<file path="src/rtl/relogio_pkg.sv">
// Shared types and constants for the HH:MM:SS time-set controller.
// State encoding doubles as the edited-field selector.
package relogio_pkg;

    typedef enum logic [1:0] {
        RUN   = 2'd0,
        SET_H = 2'd1,
        SET_M = 2'd2,
        SET_S = 2'd3
    } ajuste_state_t;

    localparam int HEX_S0 = 0;
    localparam int HEX_S1 = 1;
    localparam int HEX_M0 = 2;
    localparam int HEX_M1 = 3;
    localparam int HEX_H0 = 4;
    localparam int HEX_H1 = 5;

    localparam logic [5:0] MASK_S = (6'b1 << HEX_S1) | (6'b1 << HEX_S0);
    localparam logic [5:0] MASK_M = (6'b1 << HEX_M1) | (6'b1 << HEX_M0);
    localparam logic [5:0] MASK_H = (6'b1 << HEX_H1) | (6'b1 << HEX_H0);

    function automatic logic [5:0] field_mask(input ajuste_state_t s);
        logic [5:0] m;
        m = '0;
        case (s)
            SET_H:   m = MASK_H;
            SET_M:   m = MASK_M;
            SET_S:   m = MASK_S;
            default: m = '0;
        endcase
        return m;
    endfunction

endpackage

</file>
<file path="src/rtl/relogio_ajuste_ctrl_if.sv">
// Button inputs and sequencing outputs of the time-set controller.
// master = controller side, slave = board/datapath side.
interface relogio_ajuste_ctrl_if;

    logic       btn_mode_n;
    logic       btn_inc_n;
    logic       tick_en;
    logic       inc_h;
    logic       inc_m;
    logic       clr_s;
    logic [1:0] sel;
    logic [5:0] blank_mask;

    modport master (
        input  btn_mode_n, btn_inc_n,
        output tick_en, inc_h, inc_m, clr_s, sel, blank_mask
    );

    modport slave (
        output btn_mode_n, btn_inc_n,
        input  tick_en, inc_h, inc_m, clr_s, sel, blank_mask
    );

endinterface

</file>
<file path="src/rtl/relogio_debounce.sv">
// Active-low key: 2-FF synchronizer, stable-count debounce, press pulse.
// Pulse leaves the block DEBOUNCE_CYC+2 cycles after the raw press.
module relogio_debounce #(
    parameter int DEBOUNCE_CYC = 1_000_000
) (
    input  logic clk,
    input  logic rst_n,
    input  logic btn_n,
    output logic press
);

    localparam int CW = $clog2(DEBOUNCE_CYC + 1);
    localparam logic [CW-1:0] CNT_MAX = CW'(DEBOUNCE_CYC - 1);

    logic          sync1_q, sync1_d;
    logic          sync2_q, sync2_d;
    logic          level_q, level_d;
    logic          press_q, press_d;
    logic [CW-1:0] cnt_q, cnt_d;

    always_comb begin
        sync1_d = btn_n;
        sync2_d = sync1_q;
        level_d = level_q;
        cnt_d   = '0;
        // level_q is active-high "pressed"; any agreeing cycle restarts count
        if (~sync2_q != level_q) begin
            if (cnt_q == CNT_MAX) begin
                level_d = ~sync2_q;
            end else begin
                cnt_d = cnt_q + 1'b1;
            end
        end
        press_d = level_d & ~level_q;
    end

    always_ff @(posedge clk or negedge rst_n) begin
        if (!rst_n) begin
            sync1_q <= 1'b1;
            sync2_q <= 1'b1;
            level_q <= 1'b0;
            cnt_q   <= '0;
            press_q <= 1'b0;
        end else begin
            sync1_q <= sync1_d;
            sync2_q <= sync2_d;
            level_q <= level_d;
            cnt_q   <= cnt_d;
            press_q <= press_d;
        end
    end

    assign press = press_q;

endmodule

</file>
<file path="src/rtl/relogio_ajuste_ctrl.sv">
// Time-set sequencer: 1 Hz tick, RUN/SET_H/SET_M/SET_S mode FSM,
// per-field increment pulses and blinking digit blank mask.
module relogio_ajuste_ctrl
    import relogio_pkg::*;
#(
    parameter int CLK_HZ       = 50_000_000,
    parameter int DEBOUNCE_CYC = 1_000_000,
    parameter int BLINK_HZ     = 2
) (
    input  logic                  main_clock,
    input  logic                  main_reset,
    relogio_ajuste_ctrl_if.master bus
);

    localparam int HALF = CLK_HZ / (2 * BLINK_HZ);
    localparam int PW   = $clog2(CLK_HZ + 1);
    localparam int BW   = $clog2(HALF + 1);
    localparam logic [PW-1:0] PRE_MAX = PW'(CLK_HZ - 1);
    localparam logic [BW-1:0] BLK_MAX = BW'(HALF - 1);

    ajuste_state_t state_q, state_d;
    logic [PW-1:0] presc_q, presc_d;
    logic [BW-1:0] blink_q, blink_d;
    logic          phase_q, phase_d;
    logic          tick_q, tick_d;
    logic          inc_h_q, inc_h_d;
    logic          inc_m_q, inc_m_d;
    logic          clr_s_q, clr_s_d;
    logic [5:0]    mask_q, mask_d;
    logic          mode_evt, inc_evt;

    relogio_debounce #(.DEBOUNCE_CYC(DEBOUNCE_CYC)) u_db_mode (
        .clk   (main_clock),
        .rst_n (main_reset),
        .btn_n (bus.btn_mode_n),
        .press (mode_evt)
    );

    relogio_debounce #(.DEBOUNCE_CYC(DEBOUNCE_CYC)) u_db_inc (
        .clk   (main_clock),
        .rst_n (main_reset),
        .btn_n (bus.btn_inc_n),
        .press (inc_evt)
    );

    always_comb begin
        state_d = state_q;
        if (mode_evt) begin
            unique case (state_q)
                RUN:   state_d = SET_H;
                SET_H: state_d = SET_M;
                SET_M: state_d = SET_S;
                SET_S: state_d = RUN;
            endcase
        end

        // a simultaneous mode event swallows the increment
        inc_h_d = 1'b0;
        inc_m_d = 1'b0;
        clr_s_d = 1'b0;
        if (inc_evt && !mode_evt) begin
            inc_h_d = (state_q == SET_H);
            inc_m_d = (state_q == SET_M);
            clr_s_d = (state_q == SET_S);
        end

        presc_d = '0;
        tick_d  = 1'b0;
        if (state_q == RUN && state_d == RUN) begin
            if (presc_q == PRE_MAX) begin
                tick_d = 1'b1;
            end else begin
                presc_d = presc_q + 1'b1;
            end
        end

        // state change restarts the blink so the new field starts visible
        blink_d = '0;
        phase_d = 1'b0;
        if (state_d == state_q && state_q != RUN) begin
            if (blink_q == BLK_MAX) begin
                phase_d = ~phase_q;
            end else begin
                blink_d = blink_q + 1'b1;
                phase_d = phase_q;
            end
        end
        mask_d = phase_d ? field_mask(state_d) : 6'b0;
    end

    always_ff @(posedge main_clock or negedge main_reset) begin
        if (!main_reset) begin
            state_q <= RUN;
            presc_q <= '0;
            blink_q <= '0;
            phase_q <= 1'b0;
            tick_q  <= 1'b0;
            inc_h_q <= 1'b0;
            inc_m_q <= 1'b0;
            clr_s_q <= 1'b0;
            mask_q  <= '0;
        end else begin
            state_q <= state_d;
            presc_q <= presc_d;
            blink_q <= blink_d;
            phase_q <= phase_d;
            tick_q  <= tick_d;
            inc_h_q <= inc_h_d;
            inc_m_q <= inc_m_d;
            clr_s_q <= clr_s_d;
            mask_q  <= mask_d;
        end
    end

    assign bus.sel        = state_q;
    assign bus.tick_en    = tick_q;
    assign bus.inc_h      = inc_h_q;
    assign bus.inc_m      = inc_m_q;
    assign bus.clr_s      = clr_s_q;
    assign bus.blank_mask = mask_q;

endmodule
</file>
<file path="src/flat_wrapper.sv">
// flat-port wrapper written by rule: the top's interface ports become plain ports
module relogio_ajuste_ctrl_flat import relogio_pkg::*;
#(
    parameter int CLK_HZ       = 50_000_000,
    parameter int DEBOUNCE_CYC = 1_000_000,
    parameter int BLINK_HZ     = 2
)
  (main_clock, main_reset, bus_btn_mode_n, bus_btn_inc_n, bus_tick_en, bus_inc_h, bus_inc_m, bus_clr_s, bus_sel, bus_blank_mask);
  relogio_ajuste_ctrl_if bus_i ();
  input  logic main_clock;
  input  logic main_reset;
  input wire logic [$bits(bus_i.btn_mode_n)-1:0] bus_btn_mode_n;
  input wire logic [$bits(bus_i.btn_inc_n)-1:0] bus_btn_inc_n;
  output wire logic [$bits(bus_i.tick_en)-1:0] bus_tick_en;
  output wire logic [$bits(bus_i.inc_h)-1:0] bus_inc_h;
  output wire logic [$bits(bus_i.inc_m)-1:0] bus_inc_m;
  output wire logic [$bits(bus_i.clr_s)-1:0] bus_clr_s;
  output wire logic [$bits(bus_i.sel)-1:0] bus_sel;
  output wire logic [$bits(bus_i.blank_mask)-1:0] bus_blank_mask;
  assign bus_i.btn_mode_n = bus_btn_mode_n;
  assign bus_i.btn_inc_n = bus_btn_inc_n;
  assign bus_tick_en = bus_i.tick_en;
  assign bus_inc_h = bus_i.inc_h;
  assign bus_inc_m = bus_i.inc_m;
  assign bus_clr_s = bus_i.clr_s;
  assign bus_sel = bus_i.sel;
  assign bus_blank_mask = bus_i.blank_mask;
  relogio_ajuste_ctrl #(.CLK_HZ(CLK_HZ), .DEBOUNCE_CYC(DEBOUNCE_CYC), .BLINK_HZ(BLINK_HZ)) u_core (.main_clock(main_clock), .main_reset(main_reset), .bus(bus_i));
endmodule
</file>
<file path="config.mk">
export PLATFORM = sky130hd
export DESIGN_NAME = relogio_ajuste_ctrl_flat
export DESIGN_NICKNAME = d
export VERILOG_FILES = /design/src/rtl/relogio_pkg.sv /design/src/rtl/relogio_ajuste_ctrl_if.sv /design/src/rtl/relogio_debounce.sv /design/src/rtl/relogio_ajuste_ctrl.sv /design/src/flat_wrapper.sv
export SDC_FILE = /design/constraint.sdc
export NUM_CORES = 1
export LEC_CHECK = 0
export BUFFER_PORTS_ARGS = -buffer_cell sky130_fd_sc_hd__buf_4
export CAP_MARGIN = 20
export CORE_MARGIN = 3
export CORE_UTILIZATION = 54
export CTS_CLUSTER_SIZE = 20
export DETAILED_ROUTE_END_ITERATION = 8
export GPL_TIMING_DRIVEN = 0
export PLACE_DENSITY = 0.76
export SLEW_MARGIN = 40
export SYNTH_ARGS = -nofsm -noshare
export SYNTH_HDL_FRONTEND = slang
export SYNTH_HIERARCHICAL = 1
export SYNTH_SLANG_ARGS = --single-unit
</file>
<file path="constraint.sdc">
create_clock -name main_clock -period 5 [get_ports main_clock]
set_clock_uncertainty 0.05 [all_clocks]
set_input_delay 1 -clock main_clock [delete_from_list [all_inputs] [get_ports main_clock]]
set_output_delay 1 -clock main_clock [all_outputs]
set_load 0.005 [all_outputs]
</file>
### Yosys cells after proc, flatten, opt, wreduce, memory -nomap -nowiden

Index checks and enable logic that the tools add are counted.

| word-level totals | value |
|---|---|
| register bits | 111 |
| input port bits | 4 |
| output and inout bits | 12 |
| word-level logic and storage cells | 73 |

| cells by class | value |
|---|---|
| add/subtract/negate cells | 4 |
| equality and inequality tests | 13 |
| multiplexer cells | 23 |
| bitwise logic cells | 7 |
| reduce and logical (&&, ||, !) cells | 7 |

Operator list:

| kind | count |
|---|---|
| two-way mux 20 bit | 4 |
| two-way mux 26 bit | 2 |
| two-way mux 24 bit | 2 |
| adder 20 x 1 -> 20 bit, second input constant | 2 |
| == test 20 bit, second input constant | 2 |
| adder 26 x 1 -> 26 bit, second input constant | 1 |
| == test 26 bit, second input constant | 1 |
| adder 24 x 1 -> 24 bit, second input constant | 1 |
| == test 24 bit, second input constant | 1 |
| one-hot mux 6 bit (3 select lines) | 1 |
| two-way mux 1 bit | 11 |
| == test 2 bit, second input constant | 4 |
| one-hot mux 2 bit (4 select lines) | 1 |
| two-way mux 6 bit | 1 |
| NOT 1 bit | 5 |
| == test 2 x 1 -> 1 bit, second input constant | 2 |
| logical NOT 2 bit | 2 |
| logical AND 1 bit | 3 |
| bitwise AND 1 bit | 2 |
| == test 2 bit | 1 |
| two-way mux 2 bit | 1 |
| != test 1 bit | 2 |
| nonzero test 2 bit | 1 |
| logical NOT 1 bit | 1 |

### Depth between registers and ports, before layout

Gate-level depths: netlist of run 1.

| logic depth | value |
|---|---|
| depth after elaboration | 7 |
| gate-level depth with buffers | 8 |
| mapped depth without buffers | 6 |

### Hierarchy

The synthesis of run 1 kept the hierarchy.

By module, submodules not included:

| module | times used | cells each | area each (sq um) | seq. area each (sq um) |
|---|---|---|---|---|
| relogio_ajuste_ctrl | 1 | 323 | 3,155.5 | 1,501.4 |
| relogio_debounce | 2 | 113 | 1,169.9 | 603.1 |

### Worst setup path before layout of run 1

OpenSTA, ideal clock, no wires.

| timing path | value |
|---|---|
| path type | register to register |
| start point | register u_core.blink_q[0] |
| end point | register u_core.blink_q[20] |
| setup time | 87 ps |
| arrival time | 1,989 ps |
| required time | 4,863 ps |
| path slack | 2,874 ps |
| stages on the path, launching flop included | 7 |
| path buffers | 1 |
| period minus slack after synthesis | 2,126 ps |
| cell sequence | dfrtp_1 ha_1 nand4_1 or4_1 buf_2 or4_1 a211oi_2 |

| between the ends | value |
|---|---|
| word-level cells in the longest chain between the ends | 3 |
| elaborated cells on any way between the ends | 4 |
| those cells by class | add/sub: 1; eq/ne: 1; mux: 2 |

Ends and longest elaborated chain:

| item | line | source |
|---|---|---|
| start: declaration | relogio_ajuste_ctrl.sv:23 | `logic [BW-1:0] blink_q, blink_d;` |
| start signal: assignment | relogio_ajuste_ctrl.sv:105 | `blink_q <= blink_d;` |
| adder 24 x 1 -> 24 bit or == test 24 bit (tied branches) | relogio_ajuste_ctrl.sv:84, relogio_ajuste_ctrl.sv:81 |  |
| two-way mux 24 bit * | relogio_ajuste_ctrl.sv:81 | `if (blink_q == BLK_MAX) begin` |
| two-way mux 24 bit * | relogio_ajuste_ctrl.sv:80 | `if (state_d == state_q && state_q != RUN) begin` |
| named net u_core.blink_d[20] | relogio_ajuste_ctrl.sv:23 |  |

Mark *: on every way through the listed nets, which the timed path passes. The rest lies on a longest branch.

### Worst setup path in the final report of run 1

| timing path | value |
|---|---|
| start point | register u_core.blink_q[0] |
| end point | register u_core.blink_q[3] |

Same word-level chain as after synthesis.

==> results of run 1 <==
-- registers in the layout, summed over array words and instances (netlist names), 2 cells and up --
signal	flops
u_core/u_db_inc/cnt_q	20
u_core/presc_q	26
u_core/u_db_mode/cnt_q	20
u_core/blink_q	24
u_core/bus.blank_mask	3
u_core/bus.sel	2
-- cell families after synthesis --
group | after synthesis | synth area share, %
DFF | 108 | 49.3
adders and majority gates | 10 | 2.28
xor gates and xnor gates | 57 | 9.08
buffers and inverters | 36 | 3.14
and+or+nand+nor | 265 | 27.2
AOI/OAI and AO/OA | 68 | 8.11
muxes | 5 | 0.911
-- critical path: stages (launching register included) --
cell and delay (ns):
dfrtp_1 0.42, ha_1 0.24, and4_1 0.25, nand3_1 0.20, nor3_1 0.66, clkbuf_1 0.53
nor3_1 0.12
-- report_power, final --
group / internal [µW] / switching (µW) / leakage, µW
clock network: 235 / 297 / 0.0000979
logic: 10.2 / 25.2 / 0.000751
registers: 880 / 5.28 / 0.00148
-- metrics by stage --
step	power, µW	cells	worst slack [ns]	util, %
after global placement	934	697	2.50	58.8
after detailed placement	936	697	2.43	58.9
after global routing	1510	714	2.15	61.1
after CTS	1470	713	2.41	60.8
after floorplan	912	549	2.87	-
final	1450	714	2.40	61.1
-- metal layers --
metal	vias to the layer above	part of all wire (%)	global-route usage (%)
li1	2046	-	-
met1	2042	46	26.2
met2	58	48	32.7
met3	14	4.6	6.56
met4	0	0.92	4.29
met5	-	0	0
-- synth_stat cells (5+ instances only) --
master / n
ha_1: 10
nor3_1: 29
a211oi_1: 10
o31ai_1: 12
nand3_1: 30
nor4_1: 17
nor2_1: 60
nand4_1: 20
or4_1: 18
and3_1: 6
dfrtp_1: 104
mux2i_1: 5
o21ai_0: 17
inv_1: 15
nor4b_1: 5
or3_1: 11
clkbuf_1: 11
xnor2_1: 42
buf_4: 5
nand2_1: 34
a21oi_1: 16
xor2_1: 15
-- path summary, 6_finish.rpt --
kind / to
max in group asynchronous: u_core/presc_q[17]
hold reg to reg: u_core/u_db_mode/sync2_q
setup reg to reg: u_core/blink_q[3]
setup / recovery: u_core/blink_q[3]
hold / removal: u_core/u_db_mode/sync2_q
min in group asynchronous: u_core/blink_q[17]
-- layout make-up --
type                    count  area [µm²]
fillers                   879        3820
flip-flops and latches    108        2710
multi-input cells         405        2620
well taps                 133         166
repair buffers             16         148
clock buffers              11         131
plain buffers              21         116
clock inverters             5        61.3
inverters                  15        56.3
==> flow_summary.ini, run 1 <==
[synth]
synth_edf_count = 0
synth.avg_cell_area_um2 = 10.0
synth_cell_type_count = 51
yosysTopAreaCell = dfrtp_1
syn-cell-area_mm2 = 0.00550
yosysWarnings = 6
ys_ff_latch = 108
synth_top_area_share_pct = 47.4
synthCells = 549
synth_ff_type = dfrtp_1
ys_seq_area_share_pct = 49.3
async_flop_share_pct = 100
synth_nets = 563
synth.area.top_cells = dfrtp_1, xnor2_1, nor2_1

[critical_path]
start_kind = register
crit_fanout = 10
crit_arrival_ns = 2.80
reg2reg_from = u_core/blink_q[0]
critPathKind = register to register
r2r_cells = 6
endpoint_kind = register
worstPathRequired_ns = 5.20
cp-startpoint = u_core/blink_q[0]
worst-r2r-setup-slack_ns = 2.40

[cts]
cts_buffer_depth = 2
insertion_delay_ns = 0.38
path_clk_slew_ns = 0.10
numCtsBuffers = 9
cts_tree = built
cts_root_buf = clkbuf_8
cts_hold_buf = 0
cts_htree_levels = 3
cts_setup_buffers = 0
cts.sinks = 108
cts_resized = 0

[flow_run]
maxCapViolCount = 0

[placement]
routabilityCongestion = 0.826
hpwlAfterDp_um = 7300
placed_area_mm2 = 0.00578
io_buffers = 15

[sta]
relSlewSlack_pct = 51.0
fin_crit_sh_pct = 51.9
hold_ws_ns = 0.313
worst_slew_pin_slew_ns = 0.730
min_period_ns = 2.60
clock.fmax_mhz = 385
rsz0062_at_grt = false
hold_viol_final = 0
setup_viol = 0
finalSetupTns_ns = 0
slew_violations = 0

[finish]
syn_to_final_growth_pct = 9.22
drive_gt1_share_pct = 11.4
final_common_cell = dfrtp_1
final_area_mm2 = 0.00600
layout_common_cells = dfrtp_1, nor2_1, xnor2_1
nets = 590
antenna_cells = 0

[floorplan]
ioPinCount = 16
chipWidth_um = 107
fp-row-count = 36
die_area_mm2 = 0.0114
core_mm2 = 0.00982
die_h_um = 107
initial_core_util_pct = 56.0

[route]
wl_per_cell_um = 14.7
firstDrtPassIters = 4
postRouteAntennaNets = 0
drc = 0
vias_per_cell = 5.83
drt-total-wl_um = 10500
drtIter0Drc = 162
vias = 4160

[global_route]
grt_max_degree = 109
overflow = 0
antenna_found_initial = 0
grt_usage_pct = 20.0
grt_pass1_wl_um = 18600
grt_pass1_vias = 4052

[run_status]
outcome = completed

[pwr]
max-vdd-ir-drop_v = 0.000199
leakage_uw = 0.00232
power.density_mw_per_mm2 = 242

[worst_hold_path]
whs_path_depth = 0
hp-start = u_core/u_db_mode/sync1_q
hold_class = register to register
Note: power is estimated with default switching activity, not from simulation.
==> run 2, diff against run 1 <==
PLACE_DENSITY = 0.78   (was 0.76)
clock period = 2.3 ns   (was 5 ns; I/O delays follow)
==> run 2 against run 1 <==
Critical path depth unchanged; first-iteration DRC count up 14%; wire length up 3.6%; critical path type unchanged; clock-buffer cell count unchanged; critical endpoint is now u_core/blink_q[18]; power up 130%; clock power up 140%; highest routed layer unchanged; cell area up 1.9%.
==> flow_summary.ini, run 2 (synthesized netlist as in run 1, its figures left out) <==
[floorplan]
chipWidth_um = 107
initial_core_util_pct = 56.0
die_area_mm2 = 0.0114
die_h_um = 107
fp-row-count = 36
ioPinCount = 16
core_mm2 = 0.00982

[pwr]
switching_share_pct = 21.7
power_frac_comb_pct = 2.3
power_frac_seq_pct = 58.3
clkPwrFrac_pct = 39.3
power.density_mw_per_mm2 = 539
max-vdd-ir-drop_v = 0.000325
finalPower_uw = 3300
p_int_uw = 2580
p_sw_uw = 715
leakage_uw = 0.00238

[sta]
fin_ws_ns = 0.0755
setup_viol = 0
clock.fmax_mhz = 450
fin_crit_sh_pct = 96.7
hold_viol_final = 0
slew_violations = 0
min_period_ns = 2.22
worst_slew_pin_slew_ns = 0.483
rsz0062_at_grt = true
relSlewSlack_pct = 67.4
hold_ws_ns = 0.121

[cts]
numCtsBuffers = 9
cts_root_buf = clkbuf_8
cts.sinks = 108
insertion_delay_ns = 0.38
path_clk_slew_ns = 0.10
cts_tree = built
cts_buffer_depth = 2
cts_htree_levels = 3

[worst_hold_path]
hold_class = input port to register
whs_path_depth = 1
hold_path_end = u_core/u_db_mode/sync1_q
hp-start = bus_btn_mode_n

[route]
vias_per_cell = 5.87
wl_per_cell_um = 15.2
drt-total-wl_um = 10900
firstDrtPassIters = 4
vias = 4201
drtIter0Drc = 185
drc = 0
postRouteAntennaNets = 0

[placement]
place_inst = 697
routabilityCongestion = 0.814
io_buffers = 15
place_ws_ns = -0.341
hpwlAfterDp_um = 7320

[global_route]
grt_usage_pct = 20.4
grt_pass1_vias = 4077
grt_pass1_wl_um = 18800
grt_max_degree = 109
overflow = 0
antenna_found_initial = 0

[critical_path]
cp_cell_sequence = ha_4 -> nand4_1 -> or4_1 -> buf_2 -> or4_4 -> a211oi_2
critPathKind = register to register
crit_fanout = 7
r2r_cells = 6
worst-r2r-setup-slack_ns = 0.08
start_kind = register
reg2reg_from = u_core/blink_q[1]
worst_path_max_delay_cell = or4_1
endpoint_kind = register
cpPeakStageDelay_ns = 0.54
r2r-end = u_core/blink_q[18]
worstPathRequired_ns = 2.55
crit_arrival_ns = 2.48

[run_status]
outcome = completed

[finish]
layout_common_cells = dfrtp_1, nor2_1, xnor2_1
syn_to_final_growth_pct = 11.3
nets = 592
drive_gt1_share_pct = 14.6
utilization_pct = 62.3
top_register = u_core/presc_q
instances_no_fill = 716
final_common_cell = dfrtp_1
antenna_cells = 0
largest_register_ffs = 26
largestRegisters = u_core/presc_q (26), u_core/blink_q (24)

[flow_run]
maxCapViolCount = 0
==> run 2: worst max-delay path by stage <==
stage | from | to
global route | u_core/blink_q[1] | u_core/blink_q[2]
floorplan | u_core/blink_q[0] | u_core/blink_q[20]
CTS | u_core/blink_q[1] | u_core/blink_q[18]
finish | u_core/blink_q[1] | u_core/blink_q[18]
detailed placement | u_core/blink_q[0] | u_core/blink_q[2]
global placement | u_core/blink_q[0] | u_core/blink_q[3]
==> run 2: layout make-up <==
class,count,area [µm²]
inverter,15,56.3
clock buffer,11,141
timing repair buffer,19,173
clock inverter,5,85.1
fill,835,3700
multi-input combinational,405,2660
tap,133,166
buffer,20,125
sequential,108,2710
==> run 2: through the flow <==
stage	cell area, µm²	TNS, ns
floorplan	5500	0
global placement	5770	-3.10
detailed placement	5780	-5.66
CTS	6040	0
global route	6110	-0.0630
finish	6110	0
==> run 2: routing by layer <==
| metal | track usage (%) | part of all wire (%) | up-vias |
|---|---|---|---|
| met1 | 27.4 | 45 | 2052 |
| met2 | 32.4 | 49 | 88 |
| met4 | 7.21 | 1.7 | 0 |
| met5 | 0 | 0 | - |
| li1 | - | - | 2042 |
| met3 | 5.24 | 4.2 | 19 |
==> run 2: repair_timing <==
| item | 4_1_cts | 5_1_grt |
|---|---|---|
| setup buffers | 1 | 1 |
| pin swaps | 0 | 1 |
| endpoints found under the hold margin | 0 | 30 |
| hold buffers | 0 | 1 |
| resized for setup | 12 | 8 |
| setup endpoints to repair | 44 | 27 |
==> run 2: critical path, delay by kind of cell (launching register included) <==
kind / cells / cell delay, ns
AO/OA/AOI/OAI: 1 / 0.22
adder cells (fa/ha/maj): 1 / 0.17
buffers and inverters: 1 / 0.18
flip-flops: 1 / 0.43
AND/OR/NAND/NOR: 3 / 1.09
==> run 2: power groups by stage <==
stage / registers, µW / logic (µW) / clock network [µW]
floorplan: 1960 / 23.7 / 0
global placement: 1960 / 69.4 / 0
detailed placement: 1960 / 72.4 / 0
CTS: 1920 / 72.6 / 1340
global route: 1930 / 89.1 / 1410
finish: 1920 / 77.0 / 1300
